**config.mk**
```make
export PLATFORM = sky130hd
export DESIGN_NAME = h_est_buffer
export DESIGN_NICKNAME = d
export VERILOG_FILES = /design/src/rtl/h_est_buffer_pkg.sv /design/src/rtl/h_est_buffer_est_bank.sv /design/src/rtl/h_est_buffer.sv
export SDC_FILE = /design/constraint.sdc
export NUM_CORES = 1
export LEC_CHECK = 0
export CAP_MARGIN = 20
export CORE_UTILIZATION = 60
export CTS_CLUSTER_DIAMETER = 50
export CTS_CLUSTER_SIZE = 12
export DETAILED_ROUTE_END_ITERATION = 8
export PLACE_DENSITY = 0.78
export SYNTH_ARGS = -nofsm -noshare
export SYNTH_HDL_FRONTEND = slang
export SYNTH_SLANG_ARGS = --single-unit
```
**constraint.sdc**
```tcl
create_clock -name clk -period 12.6 [get_ports clk]
set_input_delay 2.52 -clock clk [delete_from_list [all_inputs] [get_ports clk]]
set_output_delay 2.52 -clock clk [all_outputs]
set_load 0.005 [all_outputs]
```
**src/rtl/h_est_buffer_pkg.sv**
```systemverilog
// h_est_buffer_pkg: shared defaults and bank state encoding for the estimate ping-pong buffer
package h_est_buffer_pkg;
    localparam int N_SC_DEF = 12;
    localparam int WIDTH_DEF = 17;
    localparam int IDX_WIDTH_DEF = 4;
    typedef enum logic [1:0] {EMPTY, FILLING, FULL} bank_state_t;
endpackage

```
**src/rtl/h_est_buffer_est_bank.sv**
```systemverilog
// est_bank: N_SC-entry complex register file, even/odd pair write port, asynchronous read port
module est_bank import h_est_buffer_pkg::*; #(
    parameter int WIDTH = WIDTH_DEF,
    parameter int N_SC = N_SC_DEF,
    parameter int IDX_WIDTH = IDX_WIDTH_DEF
) (
    input  logic                 clk,
    input  logic                 clr,
    input  logic                 we,
    input  logic [IDX_WIDTH-1:0] wr_beat,
    input  logic [WIDTH-1:0]     h1_r,
    input  logic [WIDTH-1:0]     h1_i,
    input  logic [WIDTH-1:0]     h2_r,
    input  logic [WIDTH-1:0]     h2_i,
    input  logic [IDX_WIDTH-1:0] rd_idx,
    output logic [WIDTH-1:0]     rd_r,
    output logic [WIDTH-1:0]     rd_i
);
    logic [WIDTH-1:0] mem_r [N_SC];
    logic [WIDTH-1:0] mem_i [N_SC];
    logic [IDX_WIDTH-1:0] even_idx, odd_idx;
    assign even_idx = {wr_beat[IDX_WIDTH-2:0], 1'b0};
    assign odd_idx = {wr_beat[IDX_WIDTH-2:0], 1'b1};
    always_ff @(posedge clk) begin
        if (clr) begin
            for (int k = 0; k < N_SC; k++) begin
                mem_r[k] <= '0;
                mem_i[k] <= '0;
            end
        end else if (we) begin
            mem_r[even_idx] <= h1_r;
            mem_i[even_idx] <= h1_i;
            mem_r[odd_idx] <= h2_r;
            mem_i[odd_idx] <= h2_i;
        end
    end
    assign rd_r = mem_r[rd_idx];
    assign rd_i = mem_i[rd_idx];
endmodule

```
**src/rtl/h_est_buffer.sv**
```systemverilog
// h_est_buffer: two-bank ping-pong buffer assembling PRBs of channel estimates and serving them one per cycle
module h_est_buffer import h_est_buffer_pkg::*; #(
    parameter int WIDTH = WIDTH_DEF,
    parameter int N_SC = N_SC_DEF,
    parameter int IDX_WIDTH = IDX_WIDTH_DEF
) (
    input  logic                 clk,
    input  logic                 rst,
    input  logic                 flush,
    input  logic                 in_valid,
    output logic                 in_ready,
    input  logic [WIDTH-1:0]     h1_r,
    input  logic [WIDTH-1:0]     h1_i,
    input  logic [WIDTH-1:0]     h2_r,
    input  logic [WIDTH-1:0]     h2_i,
    output logic                 out_valid,
    input  logic                 out_ready,
    output logic [WIDTH-1:0]     out_r,
    output logic [WIDTH-1:0]     out_i,
    output logic [IDX_WIDTH-1:0] out_idx,
    output logic                 out_last,
    output logic                 overflow
);
    bank_state_t state [2];
    logic wr_bank, rd_bank, clr, wr_fire, wr_done, rd_fire, rd_done;
    logic [IDX_WIDTH-1:0] wr_beat, rd_idx;
    logic [WIDTH-1:0] bank_r [2];
    logic [WIDTH-1:0] bank_i [2];
    assign clr = rst || flush;
    assign in_ready = state[wr_bank] != FULL;
    assign out_valid = state[rd_bank] == FULL;
    assign wr_fire = in_valid && in_ready;
    assign wr_done = wr_fire && wr_beat == IDX_WIDTH'(N_SC / 2 - 1);
    assign rd_fire = out_valid && out_ready;
    assign rd_done = rd_fire && rd_idx == IDX_WIDTH'(N_SC - 1);
    // A FULL bank is never writable, so write and read-complete never target the same bank
    always_ff @(posedge clk) begin
        if (clr) begin
            state[0] <= EMPTY;
            state[1] <= EMPTY;
            wr_bank <= 1'b0;
            rd_bank <= 1'b0;
            wr_beat <= '0;
            rd_idx <= '0;
            overflow <= 1'b0;
        end else begin
            for (int b = 0; b < 2; b++) begin
                if (wr_fire && wr_bank == 1'(b))
                    state[b] <= wr_done ? FULL : FILLING;
                else if (rd_done && rd_bank == 1'(b))
                    state[b] <= EMPTY;
            end
            if (wr_fire) begin
                wr_beat <= wr_done ? '0 : wr_beat + 1'b1;
                wr_bank <= wr_bank ^ wr_done;
            end
            if (rd_fire) begin
                rd_idx <= rd_done ? '0 : rd_idx + 1'b1;
                rd_bank <= rd_bank ^ rd_done;
            end
            if (in_valid && !in_ready)
                overflow <= 1'b1;
        end
    end
    for (genvar g = 0; g < 2; g++) begin : g_bank
        est_bank #(.WIDTH(WIDTH), .N_SC(N_SC), .IDX_WIDTH(IDX_WIDTH)) u_bank (
            .clk(clk),
            .clr(clr),
            .we(wr_fire && wr_bank == 1'(g)),
            .wr_beat(wr_beat),
            .h1_r(h1_r),
            .h1_i(h1_i),
            .h2_r(h2_r),
            .h2_i(h2_i),
            .rd_idx(rd_idx),
            .rd_r(bank_r[g]),
            .rd_i(bank_i[g])
        );
    end
    assign out_r = bank_r[rd_bank];
    assign out_i = bank_i[rd_bank];
    assign out_idx = rd_idx;
    assign out_last = out_valid && rd_idx == IDX_WIDTH'(N_SC - 1);
endmodule

```
After elaboration in Yosys (flattened, before gate mapping):

Memories as Yosys holds them, arrays and structs flattened. A register that Yosys moved wholly into a read port is not among the register bits.
Cells that the tools add are included.

* register bits after elaboration: 11
* latch bits: 0
* bits in writable memories: 820
* ROM bits: 0
* input bits: 73
* output and inout bits: 42
* logic and storage cells: 111
* memories kept: 5

Memory list
* g_bank[0].u_bank.mem_i: words 12, bits a word 17, read ports 1, clocked after memory_dff 1, wr ports 12, line h_est_buffer_est_bank.sv:20 `logic [WIDTH-1:0] mem_i [N_SC];`
* g_bank[0].u_bank.mem_r: words 12, bits a word 17, read ports 1, clocked after memory_dff 1, wr ports 12, line h_est_buffer_est_bank.sv:19 `logic [WIDTH-1:0] mem_r [N_SC];`
* g_bank[1].u_bank.mem_i: words 12, bits a word 17, read ports 1, clocked after memory_dff 1, wr ports 12, line h_est_buffer_est_bank.sv:20
* g_bank[1].u_bank.mem_r: words 12, bits a word 17, read ports 1, clocked after memory_dff 1, wr ports 12, line h_est_buffer_est_bank.sv:19
* state: words 2, bits a word 2, read ports 2, clocked after memory_dff 2, wr ports 2, line h_est_buffer.sv:24 `bank_state_t state [2];`

* $add $sub $neg: 2
* multiply operators: 0
* div/mod/pow operators: 0
* $lt $le $gt $ge: 1
* equality and inequality tests: 4
* shifts and indexed selects: 0
* mux-type cells: 65
* bitwise gates (word level): 9
* reductions and logical operators: 20

Operators with widths (count)
* 2-to-1 mux 17 bit: 14
* OR reduction 17 bit: 8
* 2-to-1 mux 4 bit: 18
* 2-to-1 mux 1 bit: 28
* logical AND 1 bit: 10
* 2-to-1 mux 2 bit: 5
* adder 4 x 1 -> 4 bit (second input constant): 2
* == test 4 x 3 -> 1 bit (second input constant): 1
* == test 4 bit (second input constant): 1
* bitwise OR 1 bit: 4
* == test 2 bit (second input constant): 1
* >= comparator 2 bit (second input constant): 1
* inequality test 2 bit (second input constant): 1
* NOT 1 bit: 2
* NOT 1 -> 2 bit: 1
* XOR 1 bit: 2
* logical NOT 1 bit: 1
* logical OR 1 bit: 1

Depth between registers and ports, before layout:

* depth in word-level cells: 9
* gate-level depth with buffers: 8
* gate-level depth less buffers: 7

Hierarchy:

Synthesis repeated with hierarchy kept, for this count alone.

* cells, all modules: 2730
* area total of the unflattened synthesis: 47581.9 um^2

Modules (own cells, without submodules)
* est_bank at g_bank[0].u_bank: times used 1, cells an instance 1300, area each 23183.5 um^2, seq. area each 16335.7 um^2
* est_bank at g_bank[1].u_bank: times used 1, cells an instance 1300, area each 23163.5 um^2, seq. area each 16335.7 um^2
* h_est_buffer: times used 1, cells an instance 130, area each 1234.9 um^2, seq. area each 360.3 um^2

Worst setup path after synthesis:

No wires, ideal clock.

* path kind: input to register
* from: input flush
* to: memory g_bank[1].u_bank.mem_i[0][0] (netlist bit), enable pin
* library setup time: 0.589 ns
* data arrival time: 8.243 ns
* required time: 12.011 ns
* path slack: 3.769 ns
* stages on the path: 5
* buffers on the path: 2
* cell sequence: or2_1 clkbuf_1 or4_1 buf_6 o21ai_0

RTL lines
* start, declared: line h_est_buffer.sv:9 `input logic flush,`
* end, declared: line h_est_buffer_est_bank.sv:20

==> metrics.md <==
| Metric | Value |
|---|---|
| Outcome | `finished clean` |
| GRT overflow | `0` |
| Capturing element type of the critical path | `output pin` |
| Gpl congestion | `0.7846` |
| Max-slew violations | `0` |
| Syn_nets | `3496` |
| Post-Place Cell Area | `50630 um^2` |
| Most frequent cell after synthesis | `edfxtp_1` |
| PortBufs | `114` |
| Syn Inst Count | `3418` |
| Multi-input logic area | `14620 um^2` |
| Syn Area/Cell | `14.28 um^2` |
| DR WL/cell | `25.96 um` |
| Setup Total Neg Slack | `0 ns` |
| Clk buf depth | `3` |
| Distinct cells, synth | `45` |
| DRT Wirelength | `117200 um` |
| Pin count of the biggest net entering global routing | `150` |
| Worst path required time | `10.08 ns` |
| CTS tree | `yes` |
| Least-Margin Pin Slew | `1.239 ns` |
| H-tree levels | `3` |
| Switching pwr | `0.001543 W` |
| Final worst slack | `5.139 ns` |
| Seq. cell area | `33120 um^2` |
| Post-route ant nets | `0` |
| Yosys top cell area share | `67.04%` |
| First-pass GRT wire length | `176700 um` |
| DRC viols | `0` |
| Max-cap violations | `0` |
| DRT iter0 DRCs | `2652` |
| Final HPWL DP | `58690 um` |
| Fmax | `134.0 MHz` |
| Synth Warn # | `0` |
| Slowest Stage Delay on Critical Path | `0.90 ns` |
| Cell area after layout | `53980 um^2` |
| Core area | `80550 um^2` |
| Slew HR | `17.41%` |
| CTS Hold Bufs | `0` |
| Worst-path clk slew | `0.06 ns` |
| Die Wd | `287.3 um` |
| Post-synthesis sequential area ratio | `67.82%` |
| Arr. time, crit path | `4.94 ns` |
| Skew-Pair Late Insertion Delay | `0.67 ns` |
| Fin Clk Skew | `0.01712 ns` |
| Netlist Area Pre-Place | `48820 um^2` |
| Yosys reg bits | `1109` |
| Die Ht | `287.3 um` |
| Proportion of power drawn by combinational gates | `3.7%` |
| Critical path depth | `8` |
| Leading area contributor after synthesis | `edfxtp_1` |
| Io pins | `115` |
| RSZ-0062 raised after global routing | `false` |
| Buf/Inv on CP | `3` |
| Maximum vdd drop | `0.1158 mV` |
| Switching Fraction | `20.42%` |
| Via density | `6.240` |
| Initial antenna violation count | `7` |
| Total die area | `82520 um^2` |
| Final min period | `7.461 ns` |
| Slowest CP cell | `buf_4` |
| Dpl ws | `5.920 ns` |
| Tcrit/Tclk final | `59.22%` |
| Critical Path, Cell by Cell | `buf_4, buf_12, mux2i_1, a22o_1, nor3_1, a31oi_1, nand3_1, clkdlybuf4s50_1` |
| Power density over the cells | `140.0 nW/um^2` |
| Async set-or-reset flop fraction in the synthesized netlist | `0%` |
| CTS buffer count | `112` |
| Vias in the first global route | `29510` |
| Ys flop type | `edfxtp_1` |
| Fill count | `5371` |
| Setup bufs post-CTS | `0` |
| Hold depth | `2` |
| Leak | `18.64 nW` |
| Initial Util | `60.61%` |
| Power Internal | `0.006013 W` |
| Post-synth EDFFs | `1090` |
| Synth-to-layout area growth | `10.57%` |
| Worst Path Max Fanout | `149` |
| Overall global routing resource usage | `28.71%` |
| Hold WC Path Type | `flip-flop to flip-flop` |
| Top post-synthesis cells by area | `edfxtp_1 (67%), mux2i_1 (11%), and2_1 (10%)` |
| WS Path Type | `flip-flop to output pin` |
| Final hold vios | `0` |
| Startpoint Class | `flip-flop` |
| Clk root buf | `clkbuf_16` |
| R2r worst-path depth | `7` |
| Fraction of layout cells with a size suffix above 1 | `6.663%` |
| Setup Viol. Count Final | `0` |
| DR vias | `28170` |
| Clock share of power | `40.8%` |
| DRT Pass-1 Iters | `6` |
| Cell family with most CP delay | `buffers and inverters` |
| Post_cts resized | `0` |
| CTS sink cnt | `1109` |
| Seq pwr share | `55.5%` |
| Top cells by count, synth | `edfxtp_1 (1090), and2_1 (818), mux2i_1 (545), clkbuf_1 (185), a21oi_1 (111)` |
| Rows | `104` |
| Final net count | `3478` |
## metal layers
layer	vias to the layer above	part of all wire [%]	global-route usage (%)
li1	12440	-	-
met2	1253	51	50.45
met1	14240	38	36.15
met3	235	7.9	4.937
met5	-	0.044	0
met4	8	3.0	9.282
## power groups by stage
stage / registers (W) / clock network, W / logic [W]
after detailed placement: 0.00427 / 0 / 0.000277
after global placement: 0.00426 / 0 / 0.000268
after CTS: 0.00420 / 0.00310 / 0.000279
after floorplan: 0.00428 / 0 / 0.000140
after global routing: 0.00420 / 0.00324 / 0.000300
final: 0.00419 / 0.00308 / 0.000282
## worst paths after layout
| check | from | end | slack [ns] |
|---|---|---|---|
| max | flip-flop | out_i[15] | 5.14 |
| min | overflow | overflow | 0.52 |
| max reg2reg | state[0][1] | g_bank[0].u_bank.mem_r[8][7] | 8.62 |
| min reg2reg | overflow | overflow | 0.52 |
## worst reg2reg max path, cell delays in order (launching register included)
cell and delay (ns):
edfxtp_1 0.37, nand2b_1 0.19, o211a_1 0.29, nand4_2 0.44, nor3_4 0.25, buf_4 0.70
nand2b_4 0.48, buf_4 0.80
## logic make-up (layout without fill, tap and decap cells)
| group | Yosys count | after routing | synth area share, % |
|---|---|---|---|
| and+or+nand+nor | 1121 | 1121 | 13.51 |
| DFF | 1109 | 1109 | 67.82 |
| muxes | 545 | 545 | 11.17 |
| AOI/OAI and AO/OA | 336 | 336 | 4.631 |
| buffers and inverters | 299 | 333 | 2.681 |
| adders and majority gates | 5 | 5 | 0.1281 |
| xor gates and xnor gates | 3 | 3 | 0.05383 |
| other | 0 | 2 | 0 |
## area by class of cell
| class | count | area share, % |
|---|---|---|
| clock inverters | 35 | 0.6536 |
| inverters | 3 | 0.02086 |
| repair buffers | 164 | 2.976 |
| flip-flops and latches | 1109 | 61.35 |
| well taps | 1060 | 2.457 |
| diodes | 2 | 0.009271 |
| multi-input cells | 2010 | 27.09 |
| clock buffers | 131 | 5.449 |
## sequential cells by signal (all words and copies together), names as in the netlist, named ones only
name                 cells
g_bank.u_bank.mem_i    544
g_bank.u_bank.mem_r    544
out_idx                  4
state                    4
wr_beat                  4
overflow                 1
rd_bank                  1
wr_bank                  1
## cells in the final DEF, fill, tap and decap left out, types with 3 or more instances in the layout
master	instances
nand3_1	107
or4_1	3
nand2b_1	3
mux2i_1	545
inv_6	4
o21ai_0	5
nand2_1	105
clkbuf_1	15
nand3b_1	5
dfxtp_1	18
and2_1	817
nor2_1	10
nand2b_4	3
nor3_4	3
buf_12	4
a22o_1	68
a21oi_1	111
inv_1	3
clkdlybuf4s50_1	114
bufinv_16	6
buf_4	44
nor3_1	36
clkinv_1	12
ha_1	5
a22oi_1	102
nor2_4	13
clkinv_2	9
a31oi_1	34
edfxtp_1	1090
o21ai_4	9
clkbuf_16	115
## stage by stage
step / utilization (%) / std cells / hold slack [ns] / power (W)
final: 67.02 / 4514 / 0.5157 / 0.007556
after global routing: 67.02 / 4514 / 0.5306 / 0.007741
after CTS: 66.94 / 4510 / 0.5154 / 0.007575
after detailed placement: 62.85 / 4344 / 0.4847 / 0.004550
after global placement: 62.85 / 4344 / 0.4642 / 0.004532
after floorplan: - / 3418 / 0.4604 / 0.004416
(Power assumes the default switching activity.)
